File: src/rtl/ballot_session_ctrl_if.sv
// rtl/ballot_session_ctrl_if.sv - officer/voter/counter signal bundle for the ballot session controller
interface ballot_session_ctrl_if #(
  parameter int CNT_W = 8
);
  logic             issue;
  logic             close_poll;
  logic [2:0]       btn;
  logic [2:0]       vote_inc;
  logic             ready_led;
  logic             ack_led;
  logic             timeout;
  logic             closed;
  logic             full;
  logic [CNT_W-1:0] voter_count;

  modport master (
    output issue, close_poll, btn,
    input  vote_inc, ready_led, ack_led, timeout, closed, full, voter_count
  );

  modport slave (
    input  issue, close_poll, btn,
    output vote_inc, ready_led, ack_led, timeout, closed, full, voter_count
  );
endinterface

File: src/rtl/ballot_session_ctrl.sv
// rtl/ballot_session_ctrl.sv - one-voter-one-vote session sequencer driving the tally increment strobes
module ballot_session_ctrl #(
  parameter int HOLD_CYCLES    = 3000000,
  parameter int ACK_CYCLES     = 1000000,
  parameter int TIMEOUT_CYCLES = 30000000,
  parameter int CNT_W          = 8
) (
  input  logic                 clk,
  input  logic                 rst,
  ballot_session_ctrl_if.slave bus
);

  localparam int HW   = $clog2(HOLD_CYCLES) + 1;
  localparam int TMAX = (TIMEOUT_CYCLES > ACK_CYCLES) ? TIMEOUT_CYCLES : ACK_CYCLES;
  localparam int CW   = $clog2(TMAX) + 1;

  localparam logic [HW-1:0]    HOLD_LAST = HW'(HOLD_CYCLES - 1);
  localparam logic [CW-1:0]    TMO_LAST  = CW'(TIMEOUT_CYCLES - 1);
  localparam logic [CW-1:0]    ACK_LAST  = CW'(ACK_CYCLES - 1);
  localparam logic [CNT_W-1:0] COUNT_MAX = '1;

  typedef enum logic [2:0] {IDLE, ARMED, ACK, WAIT_REL, CLOSED} state_t;

  state_t           state_q, state_d;
  logic             rel_q, rel_d;        // all buttons seen low since arming
  logic [2:0]       track_q, track_d;    // button currently being timed
  logic [HW-1:0]    hold_q, hold_d;      // consecutive samples of the tracked button
  logic [CW-1:0]    cnt_q, cnt_d;        // ARMED age, reused as ACK length
  logic [2:0]       vote_q, vote_d;
  logic             tmo_q, tmo_d;
  logic             ready_q, ready_d;
  logic             ack_q, ack_d;
  logic             closed_q, closed_d;
  logic             full_q, full_d;
  logic [CNT_W-1:0] count_q, count_d;
  logic             one_hot;
  logic             commit;

  assign one_hot = (bus.btn == 3'b001) || (bus.btn == 3'b010) || (bus.btn == 3'b100);

  // State and registered outputs; reset drops everything, including a pending strobe
  always_ff @(posedge clk) begin
    if (rst) begin
      state_q  <= IDLE;
      rel_q    <= 1'b0;
      track_q  <= '0;
      hold_q   <= '0;
      cnt_q    <= '0;
      vote_q   <= '0;
      tmo_q    <= 1'b0;
      ready_q  <= 1'b0;
      ack_q    <= 1'b0;
      closed_q <= 1'b0;
      full_q   <= 1'b0;
      count_q  <= '0;
    end else begin
      state_q  <= state_d;
      rel_q    <= rel_d;
      track_q  <= track_d;
      hold_q   <= hold_d;
      cnt_q    <= cnt_d;
      vote_q   <= vote_d;
      tmo_q    <= tmo_d;
      ready_q  <= ready_d;
      ack_q    <= ack_d;
      closed_q <= closed_d;
      full_q   <= full_d;
      count_q  <= count_d;
    end
  end

  // Next state, hold qualification, timeout and the one-shot commit
  always_comb begin
    state_d = state_q;
    rel_d   = rel_q;
    track_d = track_q;
    hold_d  = hold_q;
    cnt_d   = cnt_q;
    vote_d  = '0;
    tmo_d   = 1'b0;
    count_d = count_q;
    commit  = 1'b0;

    case (state_q)
      IDLE: begin
        rel_d   = 1'b0;
        track_d = '0;
        hold_d  = '0;
        cnt_d   = '0;
        if (bus.close_poll) begin
          state_d = CLOSED;
        end else if (bus.issue && !full_q) begin
          state_d = ARMED;
        end
      end
      ARMED: begin
        cnt_d = cnt_q + 1'b1;
        if (bus.btn == 3'b000) begin
          rel_d = 1'b1;
        end
        // The current sample counts toward the hold, so a fresh press starts at 1
        if (!rel_q || !one_hot) begin
          hold_d  = '0;
          track_d = '0;
        end else if (bus.btn != track_q) begin
          hold_d  = HW'(1);
          track_d = bus.btn;
        end else if (hold_q == HOLD_LAST) begin
          commit = 1'b1;
        end else begin
          hold_d = hold_q + 1'b1;
        end
        // Commit outranks an expiry landing on the same cycle
        if (commit) begin
          vote_d  = track_q;
          count_d = (count_q == COUNT_MAX) ? count_q : count_q + 1'b1;
          cnt_d   = '0;
          state_d = ACK;
        end else if (cnt_q == TMO_LAST) begin
          tmo_d   = 1'b1;
          state_d = IDLE;
        end
      end
      ACK: begin
        cnt_d = cnt_q + 1'b1;
        if (cnt_q == ACK_LAST) begin
          state_d = WAIT_REL;
        end
      end
      WAIT_REL: begin
        if (bus.btn == 3'b000) begin
          state_d = IDLE;
        end
      end
      CLOSED: begin
        state_d = CLOSED;
      end
      default: begin
        state_d = IDLE;
      end
    endcase

    ready_d  = (state_d == ARMED);
    ack_d    = (state_d == ACK);
    closed_d = (state_d == CLOSED);
    full_d   = (count_d == COUNT_MAX);
  end

  assign bus.vote_inc    = vote_q;
  assign bus.ready_led   = ready_q;
  assign bus.ack_led     = ack_q;
  assign bus.timeout     = tmo_q;
  assign bus.closed      = closed_q;
  assign bus.full        = full_q;
  assign bus.voter_count = count_q;

endmodule

File: src/flat_wrapper.sv
// flat-port wrapper written by rule: the top's interface ports become plain ports
module ballot_session_ctrl_flat 
#(
  parameter int HOLD_CYCLES    = 3000000,
  parameter int ACK_CYCLES     = 1000000,
  parameter int TIMEOUT_CYCLES = 30000000,
  parameter int CNT_W          = 8
)
  (clk, rst, bus_issue, bus_close_poll, bus_btn, bus_vote_inc, bus_ready_led, bus_ack_led, bus_timeout, bus_closed, bus_full, bus_voter_count);
  ballot_session_ctrl_if #(.CNT_W(CNT_W)) bus_i ();
  input  logic clk;
  input  logic rst;
  input wire logic [$bits(bus_i.issue)-1:0] bus_issue;
  input wire logic [$bits(bus_i.close_poll)-1:0] bus_close_poll;
  input wire logic [$bits(bus_i.btn)-1:0] bus_btn;
  output wire logic [$bits(bus_i.vote_inc)-1:0] bus_vote_inc;
  output wire logic [$bits(bus_i.ready_led)-1:0] bus_ready_led;
  output wire logic [$bits(bus_i.ack_led)-1:0] bus_ack_led;
  output wire logic [$bits(bus_i.timeout)-1:0] bus_timeout;
  output wire logic [$bits(bus_i.closed)-1:0] bus_closed;
  output wire logic [$bits(bus_i.full)-1:0] bus_full;
  output wire logic [$bits(bus_i.voter_count)-1:0] bus_voter_count;
  assign bus_i.issue = bus_issue;
  assign bus_i.close_poll = bus_close_poll;
  assign bus_i.btn = bus_btn;
  assign bus_vote_inc = bus_i.vote_inc;
  assign bus_ready_led = bus_i.ready_led;
  assign bus_ack_led = bus_i.ack_led;
  assign bus_timeout = bus_i.timeout;
  assign bus_closed = bus_i.closed;
  assign bus_full = bus_i.full;
  assign bus_voter_count = bus_i.voter_count;
  ballot_session_ctrl #(.HOLD_CYCLES(HOLD_CYCLES), .ACK_CYCLES(ACK_CYCLES), .TIMEOUT_CYCLES(TIMEOUT_CYCLES), .CNT_W(CNT_W)) u_core (.clk(clk), .rst(rst), .bus(bus_i));
endmodule
File: config.mk
export PLATFORM = sky130hd
export DESIGN_NAME = ballot_session_ctrl_flat
export DESIGN_NICKNAME = d
export VERILOG_FILES = /design/src/rtl/ballot_session_ctrl_if.sv /design/src/rtl/ballot_session_ctrl.sv /design/src/flat_wrapper.sv
export SDC_FILE = /design/constraint.sdc
export NUM_CORES = 1
export LEC_CHECK = 0
export ABC_AREA = 1
export BUFFER_PORTS_ARGS = -buffer_cell sky130_fd_sc_hd__buf_2
export CAP_MARGIN = 20
export CORE_MARGIN = 2
export CORE_UTILIZATION = 55
export DETAILED_ROUTE_END_ITERATION = 10
export GPL_TIMING_DRIVEN = 0
export PLACE_DENSITY_LB_ADDON = 0.25
export SYNTH_ARGS = -nofsm -noshare
export SYNTH_HDL_FRONTEND = slang
export SYNTH_SLANG_ARGS = --single-unit
File: constraint.sdc
create_clock -name clk -period 1.8 [get_ports clk]
set_input_delay 0.18 -clock clk [delete_from_list [all_inputs] [get_ports clk]]
set_output_delay 0.18 -clock clk [all_outputs]
set_load 0.02 [all_outputs]
==> flow_metrics.env, run 1 <==
export IMPL_worstPathCellList="ha_4 > nand3_4 > nor2_4 > nand2_2 > nor2_4 > nand2_2 > nand2_4 > nand3_4 > nand2_8 > inv_8 > o21ai_1 > a21oi_1"
export IMPL_dp_hpwl_um=6750
export IMPL_initial_utilization=0.577
export IMPL_worstSkewPairLatency_ns=0.35
export IMPL_cp_data_arrival_time_ns=2.05
export IMPL_final_area_um2=4870
export IMPL_finClkSkew_ns=0.00958
export IMPL_first_pass_iters=5
export IMPL_syn_area_um2=3960
export IMPL_antenna_found_initial=0
export IMPL_num_vias=3915
export IMPL_path_buf_inv=1
export IMPL_clock_path_buffers=2
export IMPL_synth_top_area_share=0.364
export IMPL_slew_viol_final=0
export IMPL_diodes=0
export IMPL_drive_above_1_share=0.266
export IMPL_synth_edf_count=0
export IMPL_clkTransAtPathRegs_ns=0.08
export IMPL_grt_max_degree=14
export IMPL_rows=30
export IMPL_status="complete, but fails checks"
export IMPL_die_h_um=88.9
export IMPL_worst_pin_slew_ns=0.576
export IMPL_yosysSeqAreaShare=0.364
export IMPL_place_ws_ns=-0.377
export IMPL_finalHoldViolCount=0
export IMPL_finalWorstSetupSlack_ns=-0.00588
export IMPL_groute_usage_overall=0.248
export IMPL_fmax_mhz=554
export IMPL_cp_slowest_stage_delay_ns=0.38
export IMPL_finalSetupViolCount=1
export IMPL_synth_ff_type="dfxtp_1"
export IMPL_drtIter0Drc=226
export IMPL_start_kind="flip-flop"
export IMPL_grt_first_pass_wirelength_um=15300
export IMPL_relSlewSlack=0.616
export IMPL_crit_type="reg2reg"
export IMPL_fin_crit_sh=1.00
export IMPL_async_reset_ff_frac=0
export IMPL_drv_cap=0
export IMPL_cpLargestDelayFamily="simple AND/OR/NAND/NOR gates"
export IMPL_yosysWarnings=0
export IMPL_rsz0062_at_grt="yes"
export IMPL_finalNetCount=643
export IMPL_vdd_drop_max_v=0.000588
export IMPL_required_ns=2.05
export IMPL_clock_sinks=72
export IMPL_crit_slowest_cell="dfxtp_4"
export IMPL_path_max_fanout=10
export IMPL_grt_pass1_vias=3457
export IMPL_yosysMostFrequentCell="nand2_1"
export IMPL_ys_ff_latch=72
export IMPL_finalCriticalPeriod_ns=1.81
export IMPL_pin_count=23
export IMPL_drc=0
export IMPL_area_growth_pct=23.0
export IMPL_via_per_inst=5.33
export IMPL_cts_buffers=9
export IMPL_syn_nets=591
export IMPL_overflow=0
export IMPL_violations="setup timing"
export IMPL_endpoint_kind="flip-flop"
export IMPL_p_leak_nw=1.95
export IMPL_routedWlPerCell_um=13.2
export IMPL_synthTopCellsByArea="dfxtp_1 (36%), nand2_1 (12%), inv_1 (7.8%)"
export IMPL_yosys_area_top_type="dfxtp_1"
export IMPL_die_x_um=88.9
export IMPL_placed_area_um2=4190
export IMPL_place_gp_congestion=0.899
export IMPL_coreArea_um2=6870
export IMPL_netlist_instances=581
export IMPL_syn_avg_cell_area_um2=6.82
export IMPL_tritoncts="built"
export IMPL_io_buffers=21
export IMPL_drt_total_wl_um=9690
export IMPL_yosys_top_cells_count="nand2_1 (129), inv_1 (82), nor2_1 (81)"
export IMPL_clockRootBuffer="clkbuf_8"
export IMPL_p_per_area_nw_per_um2=696
export IMPL_yosysUniqueCellTypes=47
export IMPL_hold_path_class="in2reg"
export IMPL_cts_max_level=3
export IMPL_die_area_um2=7900
export IMPL_final_antenna_net_count=0
[stage by stage]
| stage | power, W | cells | TNS, ns | hold slack [ns] | util |
|---|---|---|---|---|---|
| global route | 0.00348 | 734 | -3.10 | 0.199 | 0.709 |
| floorplan | 0.00182 | 581 | 0 | 0.347 | - |
| CTS | 0.00336 | 724 | -0.00231 | 0.170 | 0.662 |
| global placement | 0.00188 | 698 | -7.47 | 0.453 | 0.609 |
| finish | 0.00339 | 734 | -0.00588 | 0.175 | 0.709 |
| detailed placement | 0.00189 | 698 | -9.52 | 0.454 | 0.609 |
[cell usage in the layout, fill, tap and decap left out, drive strengths merged, types with 3 or more instances in the layout]
master    n
clkbuf   12
ha        3
nand4    23
nor2     96
a21oi    24
buf      47
or2       5
inv      94
clkinv    4
nand2   139
nor3     19
dfxtp    72
xor2      9
nand3    43
nor4      8
xnor2     4
o21ai    18
[what timing repair did]
action,CTS,global route
gates resized for setup,18,74
hold buffers,0,0
setup buffers,10,10
endpoints found under the setup margin,54,55
pin swaps,6,17
[kinds of logic after synthesis]
logic type | after synthesis | share of synthesized area
AOI/OAI and AO/OA | 57 | 0.0859
DFF | 72 | 0.364
adders and majority gates | 3 | 0.00948
xor gates and xnor gates | 13 | 0.0288
buffers and inverters | 102 | 0.105
and+or+nand+nor | 334 | 0.407
[sequential cells by signal, summed over array words and instances (netlist names)]
name	flops
u_core.bus.vote_inc	3
u_core.track_q	3
u_core.cnt_q	26
u_core.bus.closed	1
u_core.hold_q	23
u_core.bus.full	1
u_core.bus.timeout	1
u_core.bus.ready_led	1
u_core.state_q	3
u_core.rel_q	1
u_core.bus.voter_count	8
u_core.bus.ack_led	1
[worst reg2reg max path: cells and delay by family, from the launching register on]
kind | cells | cell delay (ns)
buffers and inverters | 1 | 0.07
adders and majority gates | 1 | 0.16
and+or+nand+nor | 8 | 0.95
AOI/OAI and AO/OA | 2 | 0.13
DFF | 1 | 0.38
[final timing paths]
kind                            startpoint                             to  slack (ns)  depth (start not counted)
min                         bus_close_poll   u_core.state_q[2]$_SDFF_PP0_        0.17                          3
max          u_core.hold_q[0]$_SDFFE_PP0P_  u_core.cnt_q[20]$_SDFFE_PP0P_      -0.006                         12
max reg2reg  u_core.hold_q[0]$_SDFFE_PP0P_  u_core.cnt_q[20]$_SDFFE_PP0P_      -0.006                         12
min reg2reg      u_core.rel_q$_SDFFE_PP0P_      u_core.rel_q$_SDFFE_PP0P_        0.47                          2
[layout make-up]
class	count	area [µm²]
inverters	94	365
well taps	96	120
multi-input cells	407	2350
repair buffers	41	282
flip-flops and latches	72	1470
plain buffers	8	58.8
clock inverters	6	91.3
clock buffers	10	138
fillers	536	2000
[layer usage]
layer  GRT usage  vias to the layer above  part of all wire
met2       0.436                      110              0.51
met3      0.0504                       16             0.051
met1       0.307                     1802              0.43
met4      0.0702                        0             0.013
li1            -                     1987                 -
met5           0                        -                 0
[where the power goes]
| part | leakage [nW] | switching (W) | internal, W |
|---|---|---|---|
| registers | 0.589 | 0.0000108 | 0.00160 |
| logic | 1.25 | 0.000198 | 0.000112 |
| clock network | 0.117 | 0.000643 | 0.000825 |
| total | 1.95 | 0.000852 | 0.00254 |
(Power assumes the default switching activity.)
==> run 2: changes to the inputs <==
PLACE_DENSITY = 0.69   (was unset)
PLACE_DENSITY_LB_ADDON = unset   (was 0.25)
clock period = 2.1 ns   (was 1.8 ns; I/O delays follow)
==> flow_metrics.env, run 2 (synthesis results as in run 1) <==
export IMPL_p_leak_nw=1.80
export IMPL_crit_type="reg2reg"
export IMPL_finalPower_w=0.00252
export IMPL_die_x_um=88.9
export IMPL_path_max_fanout=5
export IMPL_slew_viol_final=0
export IMPL_drtIter0Drc=205
export IMPL_fin_crit_sh=0.955
export IMPL_die_h_um=88.9
export IMPL_cpLargestDelayFamily="simple AND/OR/NAND/NOR gates"
export IMPL_rows=30
export IMPL_overflow=0
export IMPL_status="finished, final reports clean"
export IMPL_num_vias=3727
export IMPL_antenna_found_initial=0
export IMPL_grt_pass1_vias=3304
export IMPL_worst_pin_slew_ns=0.556
export IMPL_clkTransAtPathRegs_ns=0.07
export IMPL_io_buffers=21
export IMPL_place_gp_congestion=0.914
export IMPL_worstPathCellList="ha_1 > nand2_1 > nor2_1 > nand2_1 > inv_1 > nand3_1 > or2_2 > nand4_1 > nand2_1 > nor2_1"
export IMPL_cts_hold_buffers=0
export IMPL_crit_slowest_cell="dfxtp_1"
export IMPL_tritoncts="built"
export IMPL_initial_utilization=0.577
export IMPL_pin_count=23
export IMPL_n_fill_cell=655
export IMPL_final_antenna_net_count=0
export IMPL_fmax_mhz=499
export IMPL_drv_cap=0
export IMPL_finalNetCount=627
export IMPL_clock_sinks=72
export IMPL_cp_data_arrival_time_ns=2.28
export IMPL_path_buf_inv=1
export IMPL_area_growth_pct=11.2
export IMPL_regArea_um2=1440
export IMPL_relSlewSlack=0.629
export IMPL_via_per_inst=5.20
export IMPL_dp_hpwl_um=7030
export IMPL_clockRootBuffer="clkbuf_8"
export IMPL_start_kind="flip-flop"
export IMPL_groute_usage_overall=0.242
export IMPL_finalWorstSetupSlack_ns=0.0954
export IMPL_cp_slowest_stage_delay_ns=0.40
export IMPL_multiInputGateArea_um2=2140
export IMPL_finalHoldViolCount=0
export IMPL_clock_path_buffers=2
export IMPL_largest_register="u_core.cnt_q"
export IMPL_die_area_um2=7900
export IMPL_drc=0
export IMPL_largest_reg_flops=26
export IMPL_endpoint_kind="flip-flop"
export IMPL_finalCriticalPeriod_ns=2.00
export IMPL_cts_buffers=9
export IMPL_worstSkewPairLatency_ns=0.35
export IMPL_finalSetupViolCount=0
export IMPL_first_pass_iters=4
export IMPL_crit_top_cell="nand2_1"
export IMPL_mostFrequentLayoutCells="nand2_1 (128), inv_1 (82), nor2_1 (80), dfxtp_1 (71), nand3_1 (37)"
export IMPL_hold_path_class="in2reg"
export IMPL_drive_above_1_share=0.158
export IMPL_grt_max_degree=12
export IMPL_final_common_cell="nand2_1"
export IMPL_routedWlPerCell_um=12.8
export IMPL_cts_max_level=3
export IMPL_diodes=0
export IMPL_coreArea_um2=6870
export IMPL_p_per_area_nw_per_um2=573
export IMPL_vdd_drop_max_v=0.000400
export IMPL_finClkSkew_ns=0.0101
export IMPL_required_ns=2.37
export IMPL_grt_first_pass_wirelength_um=15000
export IMPL_fin_cells=717
export IMPL_place_inst=698
export IMPL_drt_total_wl_um=9160
export IMPL_place_ws_ns=-0.134
[run 2: changes by cell type in the layout (fill, tap and decap cells not counted), sizes merged]
cell      previous run  this run
clkbuf              12        13
buf                 47        31
clkinvlp             0         1
inv                 94        92
clkinv               4         5
bufinv               2         0
[run 2: path summary, 6_finish.rpt]
| check | start | to | slack, ns | cells past startpoint |
|---|---|---|---|---|
| setup reg to reg | u_core.cnt_q[0]$_SDFFE_PP0P_ | u_core.bus.ready_led$_SDFF_PP0_ | 0.1 | 10 |
| hold / removal | bus_btn[0] | u_core.track_q[0]$_SDFFE_PP0P_ | 0.21 | 3 |
| hold reg to reg | u_core.track_q[0]$_SDFFE_PP0P_ | u_core.bus.vote_inc[0]$_SDFF_PP0_ | 0.47 | 2 |
| setup / recovery | u_core.cnt_q[0]$_SDFFE_PP0P_ | u_core.bus.ready_led$_SDFF_PP0_ | 0.1 | 10 |
[run 2: repair_timing]
item	in CTS	in global routing
setup endpoints to repair	13	30
gates resized for setup	1	7
buffers inserted	4	0
pin swaps	2	2
[run 2: worst register-to-register path: stages, from the launching register on]
cell     delay (ns)
dfxtp_1        0.40
ha_1           0.23
nand2_1        0.08
nor2_1         0.21
nand2_1        0.10
inv_1          0.17
nand3_1        0.12
or2_2          0.31
nand4_1        0.10
nand2_1        0.09
nor2_1         0.13
[run 2: where the power goes]
group          total [W]  internal [W]  switching, W
combinational   0.000218     0.0000695      0.000149
sequential       0.00138       0.00137    0.00000772
clock           0.000923      0.000417      0.000506
total            0.00252       0.00186      0.000662
[run 2: per-stage QoR]
stage / util / setup TNS, ns / area, µm² / hold WS (ns)
2_1_floorplan: - / 0 / 3960 / 0.377
3_3_place_gp: 0.609 / -0.635 / 4190 / 0.452
3_5_place_dp: 0.609 / -1.07 / 4190 / 0.459
4_1_cts: 0.637 / 0 / 4370 / 0.195
5_1_grt: 0.641 / -0.00973 / 4400 / 0.209
6_report: 0.641 / 0 / 4400 / 0.209
[run 2: routing by layer]
metal	vias up	wire (µm)	GRT usage
met3	5	423	0.0616
met2	79	4310	0.392
met5	-	0	0
met4	0	55	0.0317
met1	1702	4370	0.336
li1	1941	-	-
[run 2: area by class of cell]
| class | instances | share of cell area |
|---|---|---|
| Inverter | 94 | 0.0810 |
| Clock buffer | 11 | 0.0298 |
| Buffer | 8 | 0.0134 |
| Tap cell | 96 | 0.0273 |
| Timing Repair Buffer | 25 | 0.0307 |
| Sequential cell | 72 | 0.328 |
| Multi-Input combinational cell | 407 | 0.485 |
| Clock inverter | 4 | 0.00511 |
==> run 3: changes to the inputs <==
CORE_ASPECT_RATIO = 1.5   (was unset)
==> flow_metrics.env, run 3 (synthesis results as in run 1) <==
export IMPL_status="finished, final reports clean"
export IMPL_cp_slowest_stage_delay_ns=0.40
export IMPL_crit_slowest_cell="dfxtp_1"
export IMPL_endpoint_kind="flip-flop"
export IMPL_finalNetCount=628
export IMPL_n_fill_cell=635
export IMPL_power_frac_seq=0.526
export IMPL_fin_util=0.640
export IMPL_pin_count=23
export IMPL_p_leak_nw=1.83
export IMPL_num_vias=3795
export IMPL_rows=37
export IMPL_worstSkewPairLatency_ns=0.35
export IMPL_tns_ns=0
export IMPL_fin_crit_sh=0.936
export IMPL_routedWlPerCell_um=13.9
export IMPL_dp_hpwl_um=7510
export IMPL_clock_power_share=0.391
export IMPL_groute_usage_overall=0.261
export IMPL_die_x_um=73.3
export IMPL_tritoncts="built"
export IMPL_fin_cells=701
export IMPL_drv_cap=0
export IMPL_p_sw_frac=0.252
export IMPL_largest_reg_flops=26
export IMPL_first_pass_iters=6
export IMPL_rsz0062_at_grt="no"
export IMPL_vdd_drop_max_v=0.000476
export IMPL_finalSetupViolCount=0
export IMPL_start_kind="flip-flop"
export IMPL_slew_viol_final=0
export IMPL_clock_path_buffers=2
export IMPL_mostFrequentLayoutCells="nand2_1 (128), inv_1 (82), nor2_1 (79), dfxtp_1 (71), nand3_1 (37)"
export IMPL_fmax_mhz=508
export IMPL_hold_path_class="in2reg"
export IMPL_final_area_um2=4410
export IMPL_required_ns=2.39
export IMPL_p_per_area_nw_per_um2=595
export IMPL_cts_buffers=9
export IMPL_place_inst=680
export IMPL_crit_type="reg2reg"
export IMPL_finalCriticalPeriod_ns=1.97
export IMPL_relSlewSlack=0.642
export IMPL_cts_max_level=3
export IMPL_drtIter0Drc=181
export IMPL_initial_utilization=0.574
export IMPL_grt_pass1_vias=3714
export IMPL_io_buffers=21
export IMPL_antenna_found_initial=0
export IMPL_die_h_um=108
export IMPL_clock_sinks=72
export IMPL_final_antenna_net_count=0
export IMPL_drive_above_1_share=0.162
export IMPL_overflow=0
export IMPL_p_switching_w=0.000661
export IMPL_clkTransAtPathRegs_ns=0.08
export IMPL_die_area_um2=7910
export IMPL_cts_hold_buffers=0
export IMPL_holdWs_ns=0.195
export IMPL_power_internal_w=0.00196
export IMPL_finClkSkew_ns=0.0107
export IMPL_cp_data_arrival_time_ns=2.26
export IMPL_drt_total_wl_um=9750
export IMPL_worst_pin_slew_ns=0.537
export IMPL_via_per_inst=5.41
export IMPL_area_growth_pct=11.4
export IMPL_grt_first_pass_wirelength_um=15800
export IMPL_crit_top_cell="nand2_1"
export IMPL_final_common_cell="nand2_1"
export IMPL_worstPathCellList="ha_1 > nand2_1 > nor2_2 > nand2_1 > inv_1 > nand3_1 > or2_2 > nand4_1 > nand2_1 > nor2_1"
export IMPL_grt_max_degree=12
export IMPL_placed_area_um2=4160
export IMPL_coreArea_um2=6900
export IMPL_finalHoldViolCount=0
export IMPL_combPwrFrac=0.083
export IMPL_drc=0
export IMPL_diodes=0
export IMPL_clockRootBuffer="clkbuf_8"
export IMPL_place_gp_congestion=1.00
export IMPL_path_max_fanout=5
export IMPL_largest_register="u_core.cnt_q"
## run 3: worst paths after layout
| kind | start | end | slack [ns] | depth (start not counted) |
|---|---|---|---|---|
| max | u_core.cnt_q[0]$_SDFFE_PP0P_ | u_core.bus.ready_led$_SDFF_PP0_ | 0.13 | 10 |
| min | bus_close_poll | u_core.state_q[2]$_SDFF_PP0_ | 0.20 | 3 |
| max reg2reg | u_core.cnt_q[0]$_SDFFE_PP0P_ | u_core.bus.ready_led$_SDFF_PP0_ | 0.13 | 10 |
| min reg2reg | u_core.hold_q[9]$_SDFFE_PP0P_ | u_core.hold_q[9]$_SDFFE_PP0P_ | 0.47 | 2 |
## run 3: power groups by stage
stage	logic (W)	clock network [W]	registers, W
after global placement	0.000206	0	0.00141
after detailed placement	0.000207	0	0.00141
after global routing	0.000239	0.00109	0.00138
final	0.000219	0.00103	0.00138
after floorplan	0.000146	0	0.00141
after CTS	0.000220	0.00105	0.00138
## run 3: cell type report
type | instances | area (µm²) | area share
inverters | 94 | 357 | 0.0808
clock buffers | 14 | 173 | 0.0391
flip-flops and latches | 72 | 1440 | 0.327
repair buffers | 25 | 135 | 0.0306
plain buffers | 8 | 58.8 | 0.0133
well taps | 78 | 97.6 | 0.0221
clock inverters | 2 | 12.5 | 0.00284
multi-input cells | 408 | 2140 | 0.484
## run 3: per-stage QoR
stage                     setup slack [ns]  power (W)
after global routing               0.00765    0.00271
after detailed placement            -0.108    0.00162
final                                0.133    0.00263
after floorplan                      0.366    0.00156
after CTS                           0.0455    0.00265
after global placement             -0.0674    0.00162
## run 3: metal layers
layer  GRT usage  part of all wire
met1       0.242              0.37
met5           0                 0
met2       0.493              0.55
met4       0.181             0.047
met3      0.0449             0.028
## run 3: timing repair
action | CTS | global route
gates cloned | 1 | 0
setup endpoints to repair | 13 | 29
buffers inserted | 2 | 2
resized for setup | 2 | 6
pin swaps | 1 | 3
## run 3: worst max-delay path, delay by kind of cell, from the launching register on
family	cells	cell delay, ns
simple gates	8	1.10
flops	1	0.40
fa+ha+maj	1	0.22
buf+inv	1	0.17
